===== src/rtl/acc_pkg.sv =====
// Shared types for the accelerator issue slice: instruction word, register
// address type and a helper that turns an address into a scoreboard mask.
package acc_pkg;

    localparam int NUM_SRC  = 3;
    localparam int NUM_REGS = 32;

    typedef logic [4:0] reg_addr_t;

    typedef struct packed {
        logic [6:0] op;
        reg_addr_t  rd;
        reg_addr_t  rs1;
        reg_addr_t  rs2;
        reg_addr_t  rs3;
    } acc_instr_t;

    // x0 is hard-wired zero, so it never maps onto a scoreboard bit
    function automatic logic [NUM_REGS-1:0] reg_onehot(input reg_addr_t addr);
        logic [NUM_REGS-1:0] mask;
        mask = '0;
        if (addr != '0) mask[addr] = 1'b1;
        return mask;
    endfunction

endpackage


===== src/rtl/acc_wb_fifo.sv =====
// Writeback FIFO for accelerator results; DEPTH must be a power of two so the
// pointers wrap naturally. A push while full is accepted only alongside a pop.
module acc_wb_fifo #(
    parameter int WIDTH = 37,
    parameter int DEPTH = 2
) (
    input  logic             clk_i,
    input  logic             rst_i,
    input  logic             push_i,
    input  logic [WIDTH-1:0] din_i,
    input  logic             pop_i,
    output logic             full_o,
    output logic             empty_o,
    output logic [WIDTH-1:0] head_o
);

    localparam int PW = $clog2(DEPTH);

    logic [WIDTH-1:0] mem [DEPTH];
    logic [PW-1:0]    wr_ptr;
    logic [PW-1:0]    rd_ptr;
    logic [PW:0]      count;
    logic             push_ok;
    logic             pop_ok;

    assign full_o  = (count == (PW+1)'(DEPTH));
    assign empty_o = (count == '0);
    assign pop_ok  = pop_i & ~empty_o;
    assign push_ok = push_i & (~full_o | pop_ok);
    assign head_o  = mem[rd_ptr];

    always_ff @(posedge clk_i) begin
        if (rst_i) begin
            wr_ptr <= '0;
            rd_ptr <= '0;
            count  <= '0;
        end else begin
            if (push_ok) wr_ptr <= wr_ptr + PW'(1);
            if (pop_ok)  rd_ptr <= rd_ptr + PW'(1);
            count <= count + (PW+1)'(push_ok) - (PW+1)'(pop_ok);
        end
    end

    always_ff @(posedge clk_i) begin
        if (push_ok) mem[wr_ptr] <= din_i;
    end

endmodule


===== src/rtl/acc_issue.sv =====
// Accelerator issue/operand/writeback controller with a register scoreboard.
// Define ACC_ISSUE_FWD_EN to forward CPU writeback data into operand reads.
module acc_issue
    import acc_pkg::*;
#(
    parameter int DATA_WIDTH = 32,
    parameter int WB_DEPTH   = 2
) (
    input  logic                                 clk_i,
    input  logic                                 rst_i,
    input  acc_instr_t                           ex_instr_i,
    input  logic                                 ex_valid_i,
    output logic                                 ex_stall_o,
    output acc_instr_t                           acc_instr_o,
    output logic                                 acc_instr_valid_o,
    input  logic                                 acc_ready_i,
    input  logic                                 acc_busy_i,
    input  reg_addr_t [NUM_SRC-1:0]              acc_raddr_i,
    output logic [NUM_SRC-1:0][DATA_WIDTH-1:0]   acc_rdata_o,
    output logic                                 acc_rvalid_o,
    input  reg_addr_t                            acc_waddr_i,
    input  logic [DATA_WIDTH-1:0]                acc_wdata_i,
    input  logic                                 acc_wren_i,
    input  reg_addr_t                            cpu_wb_addr_i,
    input  logic [DATA_WIDTH-1:0]                cpu_wb_data_i,
    input  logic                                 cpu_wb_valid_i,
    output logic [DATA_WIDTH-1:0]                fwd_data_o,
    output logic                                 fwd_valid_o,
    output reg_addr_t [NUM_SRC-1:0]              rf_raddr_o,
    input  logic [NUM_SRC-1:0][DATA_WIDTH-1:0]   rf_rdata_i,
    output reg_addr_t                            rf_waddr_o,
    output logic [DATA_WIDTH-1:0]                rf_wdata_o,
    output logic                                 rf_we_o,
    input  logic                                 rf_wgnt_i,
    output logic                                 wb_overflow_o
);

    localparam int ENT_W = $bits(reg_addr_t) + DATA_WIDTH;

    typedef enum logic [1:0] {IDLE, ISSUE, OPREAD, RESP} state_t;

    state_t                              state_q, state_d;
    logic                                load_instr, load_rdata;
    logic [NUM_REGS-1:0]                 sb_q, sb_set, sb_clr;
    logic [NUM_SRC-1:0]                  src_hazard, src_fwd;
    logic                                ops_ready;
    logic [NUM_SRC-1:0][DATA_WIDTH-1:0]  rdata_d;
    logic                                fifo_full, fifo_empty, fifo_pop;
    logic [ENT_W-1:0]                    fifo_head;
    reg_addr_t                           head_addr;
    logic [DATA_WIDTH-1:0]               head_data;

    acc_wb_fifo #(
        .WIDTH (ENT_W),
        .DEPTH (WB_DEPTH)
    ) u_wb_fifo (
        .clk_i   (clk_i),
        .rst_i   (rst_i),
        .push_i  (acc_wren_i),
        .din_i   ({acc_waddr_i, acc_wdata_i}),
        .pop_i   (fifo_pop),
        .full_o  (fifo_full),
        .empty_o (fifo_empty),
        .head_o  (fifo_head)
    );

    assign {head_addr, head_data} = fifo_head;

    // No commit can leave the FIFO while reset is being applied
    assign rf_we_o    = ~fifo_empty & ~rst_i;
    assign rf_waddr_o = fifo_empty ? '0 : head_addr;
    assign rf_wdata_o = fifo_empty ? '0 : head_data;
    assign fifo_pop   = rf_we_o & rf_wgnt_i;

    assign rf_raddr_o        = acc_raddr_i;
    assign acc_instr_valid_o = (state_q == ISSUE);
    assign acc_rvalid_o      = (state_q == RESP);
    assign ex_stall_o        = ex_valid_i & (state_q != RESP);

    always_comb begin
        src_hazard = '0;
        src_fwd    = '0;
        for (int k = 0; k < NUM_SRC; k++) begin
            src_hazard[k] = (acc_raddr_i[k] != '0) & sb_q[acc_raddr_i[k]];
            src_fwd[k]    = cpu_wb_valid_i & (cpu_wb_addr_i != '0) &
                            (acc_raddr_i[k] == cpu_wb_addr_i);
        end
    end

`ifdef ACC_ISSUE_FWD_EN
    assign ops_ready   = ~|src_hazard;
    assign fwd_valid_o = (state_q == OPREAD) & (|src_fwd);
    assign fwd_data_o  = fwd_valid_o ? cpu_wb_data_i : '0;

    always_comb begin
        for (int k = 0; k < NUM_SRC; k++)
            rdata_d[k] = src_fwd[k] ? cpu_wb_data_i : rf_rdata_i[k];
    end
`else
    // Without forwarding, a source being written by the CPU this cycle must wait
    logic fwd_data_unused;
    assign fwd_data_unused = ^cpu_wb_data_i;
    assign ops_ready       = ~|(src_hazard | src_fwd);
    assign fwd_valid_o     = 1'b0;
    assign fwd_data_o      = '0;
    assign rdata_d         = rf_rdata_i;
`endif

    assign sb_set = (acc_instr_valid_o & acc_ready_i) ? reg_onehot(acc_instr_o.rd) : '0;
    assign sb_clr = fifo_pop ? reg_onehot(head_addr) : '0;

    always_comb begin
        state_d    = state_q;
        load_instr = 1'b0;
        load_rdata = 1'b0;
        case (state_q)
            IDLE: begin
                if (ex_valid_i && !acc_busy_i && !fifo_full) begin
                    state_d    = ISSUE;
                    load_instr = 1'b1;
                end
            end
            ISSUE:   if (acc_ready_i) state_d = OPREAD;
            OPREAD: begin
                if (ops_ready) begin
                    state_d    = RESP;
                    load_rdata = 1'b1;
                end
            end
            RESP:    state_d = IDLE;
            default: state_d = IDLE;
        endcase
    end

    always_ff @(posedge clk_i) begin
        if (rst_i) begin
            state_q       <= IDLE;
            sb_q          <= '0;
            wb_overflow_o <= 1'b0;
            acc_instr_o   <= '0;
            acc_rdata_o   <= '0;
        end else begin
            state_q       <= state_d;
            // A set in the same cycle as a clear of that bit wins
            sb_q          <= (sb_q & ~sb_clr) | sb_set;
            wb_overflow_o <= wb_overflow_o | (acc_wren_i & fifo_full & ~fifo_pop);
            if (load_instr) acc_instr_o <= ex_instr_i;
            if (load_rdata) acc_rdata_o <= rdata_d;
        end
    end

endmodule

===== config.mk =====
export PLATFORM = sky130hd
export DESIGN_NAME = acc_issue
export DESIGN_NICKNAME = d
export VERILOG_FILES = /design/src/rtl/acc_pkg.sv /design/src/rtl/acc_wb_fifo.sv /design/src/rtl/acc_issue.sv
export SDC_FILE = /design/constraint.sdc
export NUM_CORES = 1
export LEC_CHECK = 0
export ABC_CLOCK_PERIOD_IN_PS = 3500
export BUFFER_PORTS_ARGS = -buffer_cell sky130_fd_sc_hd__buf_2
export CAP_MARGIN = 20
export CORE_AREA = 10 10 162 164
export DETAILED_ROUTE_END_ITERATION = 10
export DIE_AREA = 0 0 172 174
export HOLD_SLACK_MARGIN = 0.08
export PLACE_DENSITY = 0.89
export RECOVER_POWER = 50
export SETUP_SLACK_MARGIN = 0.2
export SLEW_MARGIN = 15
export SYNTH_ARGS = -nofsm -noshare
export SYNTH_HDL_FRONTEND = slang
export SYNTH_HIERARCHICAL = 1
export SYNTH_SLANG_ARGS = --single-unit

===== constraint.sdc =====
create_clock -name clk_i -period 3.5 [get_ports clk_i]
set_input_delay 0.35 -clock clk_i [delete_from_list [all_inputs] [get_ports clk_i]]
set_output_delay 0.35 -clock clk_i [all_outputs]
set_load 0.05 [all_outputs]

==> out/metrics.cfg <==
[sta]
min_period_over_period_pct=88.9
finalClockSkew_ns=0.0125
slew_headroom_pct=-41.2
layout_setup_ws_ns=0.388
drv_slew=264
fmax_mhz=321
holdWs_ns=0.0967
setup_viol=0
setup-tns-final_ns=0
grt_setup_unrepaired=false
tightestPinTransition_ns=2.12
period_minus_slack_ns=3.11
finalHoldViolCount=0

[outcome]
status=finished, violations left
violations=max-capacitance violations, max-slew violations

[detailed_routing]
firstDrtPassIters=5
ant_nets=0
vias=9411
drt_iter0_drc=554
drc=0
drt-total-wl_um=33700
wl_per_cell_um=18.8
via_per_inst=5.24

[floorplanning]
die_h_um=174
core_area_um2=23100
initial_utilization_pct=49.1
io_pins=433
fp.dieArea_um2=29900
core.rowCount=56
die_w_um=172

[synth]
yosys.area.top_type=dfxtp_1
synth_edf_count=74
ys_ff_latch=237
synth-main-ff-cell=dfxtp_1
synth.distinct_cells=53
synth-async-reset-ratio_pct=0
syn_avg_cell_area_um2=10.5
synthCells=1082
synth_warnings=6
syn_area_um2=11400
synth_top_area_share_pct=28.7
seq_area_frac_synth_pct=48.3
ys_top_cells_by_area=dfxtp_1 29%, edfxtp_1 20%, nand2b_1 11%, mux2i_1 9.8%, buf_4 3.6%

[clocking]
cts_resized=0
postCtsSetupBuffers=0
cts.clk_slew.worst_paths_ns=0.06
clk_path_buf_depth=3
clk_latency_ns=0.51
cts_tree=built
h-tree-depth=1
clock_sinks=237
root_buffer=clkbuf_16
cts_buffers=24

[cells_and_area]
final_area_um2=14400
fin_nets=1704
post-route-util_pct=62.3
instances_no_fill=1795
n_fill_cell=1842
regArea_um2=5490
drive_above_1_share_pct=18.6
multi_input_area_um2=5220
syn2layout_area_growth_pct=26.9

[worst_setup_path]
crit_buf_inv=2
worstPathMaxFanout=24
worstPathRequired_ns=3.93
crit_type=flop to flop
crit_family=simple AND/OR/NAND/NOR gates
timing.rr.start=sb_q[29]$_SDFF_PP0_
slowest_delay_ns=0.59
start_kind=flop
crit_top_cell=buf_12
crit_path_cell_trace=mux4_2, o211ai_1, a21oi_1, or3_1, or4_4, nor3_4, buf_12, buf_12, mux2i_1
crit_start=sb_q[29]$_SDFF_PP0_
crit_slowest_cell=or4_4
arrival_ns=3.54
worst_setup_path_end_kind=flop

[hold_path]
min_from=rf_rdata_i[86]
hold_class=primary input to flop

[placement]
portBuffers=367
dp_cells=1671
post_dp_cell_area_um2=13100
dp_hpwl_um=23200
pre_cts_slack_ns=0.162
routabilityCongestion=0.910

[power_and_ir_drop]
power_density_nw_per_um2=544
max-vdd-ir-drop_v=0.000340
p_int_mw=5.11
seq_power_share_pct=40.5
p_sw_mw=2.73
swShare_pct=34.9
p_clk_share_pct=32.2
power_mw=7.84
p_comb_share_pct=27.3
p_leak_nw=5.40

[grt]
grt_antenna_before_repair=10
grt_usage_pct=21.2
grt_overflow=0
grt_pass1_wl_um=51600
grt_pass1_vias=9804
grt_max_degree=264

[flow_run]
cap_viol_max_count=1

[cell usage after synthesis (all sizes together), types with 3 or more instances]
cell	n
ha	5
buf	69
xnor2	6
clkbuf	46
o211ai	3
nand2b	197
mux4	16
or3	3
mux2i	111
nand3	13
xor2	11
nor3	9
nor3b	5
o21ai	36
mux2	41
edfxtp	74
a31oi	4
nor2	23
dfxtp	163
nand3b	8
inv	10
nor2b	46
nand2	98
a21oi	63
[flip-flops by register name, indices dropped and copies added, names as in the netlist, named ones only]
register and cells:
u_wb_fifo/rd_ptr 1, u_wb_fifo/count 2, state_q 2, acc_rdata_o 96, u_wb_fifo/wr_ptr 1, sb_q 32
u_wb_fifo/mem 74, acc_instr_o 27, wb_overflow_o 1
[per-layer routing]
layer,part of all wire (%),track usage [%],wire length [um]
met5,0.062,0,21
met4,3.8,9.85,1270
met3,10,6.80,3450
met2,53,38.4,17700
met1,33,21.4,11300
[cell usage in the layout, fill, tap and decap left out, types with 2 or more instances in the layout]
master	n
mux2_2	7
nand3_1	13
or3_1	3
nor2b_1	46
clkinvlp_4	2
xor2_1	11
a22oi_1	2
edfxtp_1	74
nand3b_1	8
ha_1	5
clkbuf_16	26
nor2_1	21
buf_4	8
mux4_2	16
nor2_4	2
a21oi_1	62
nor3b_1	5
clkbuf_8	4
nor3_1	8
nand4b_1	2
a31oi_1	4
mux2_1	34
conb_1	33
inv_1	10
buf_2	197
clkinv_2	5
clkbuf_1	176
o211ai_1	3
mux2i_1	111
nand2_1	98
clkbuf_2	2
dfxtp_1	163
xnor2_1	6
o21ai_0	35
and3_1	2
nand2b_1	197
buf_12	4
dlygate4sd3_1	72
a221oi_1	2
diode_2	8
[tightest hold or removal path: stages]
cell	delay, ns
buf_2	0.09
nand2b_1	0.05
mux2i_1	0.06
[final cells by class]
type                            count  area share [%]
Antenna cell                        8           0.139
Clock buffer                       36            5.06
Clock inverter                      8           0.339
Inverter                           10           0.261
Multi-Input combinational cell    752            36.2
Sequential cell                   237            38.1
Tap cell                          290            2.52
Timing Repair Buffer              454            17.4
[power by group through the flow]
stage	clock, mW	sequential, mW	combinational (mW)
after global routing	2.67	3.19	2.27
after floorplan	0	3.65	1.19
final	2.53	3.17	2.14
after detailed placement	0	3.22	2.11
after global placement	0	3.21	2.07
after CTS	2.55	3.16	2.18
[final timing paths]
| kind | end | slack [ns] | cells after the start |
|---|---|---|---|
| worst min register to register | acc_instr_o[8]$_SDFFE_PP0P_ | 0.45 | 2 |
| worst max register to register | acc_rdata_o[60]$_SDFFE_PP0P_ | 0.39 | 9 |
| worst min-delay path | acc_rdata_o[86]$_SDFFE_PP0P_ | 0.1 | 3 |
| worst max-delay path | acc_rdata_o[60]$_SDFFE_PP0P_ | 0.39 | 9 |
[timing repair]
item,in CTS,in global routing
hold endpoints to repair,109,0
endpoints found under the setup margin,0,0
hold buffers,72,0
[logic make-up after synthesis]
family                     after synthesis  synth area share, %
and+or+nand+nor                        413                 20.3
DFF                                    237                 48.3
muxes                                  168                 17.1
buffers and inverters                  125                 6.87
AOI/OAI and AO/OA                      116                 5.57
xor gates and xnor gates                17                 1.31
adders and majority gates                5                0.551
other                                    1               0.0330
Power figures use the tool's default switching activity.
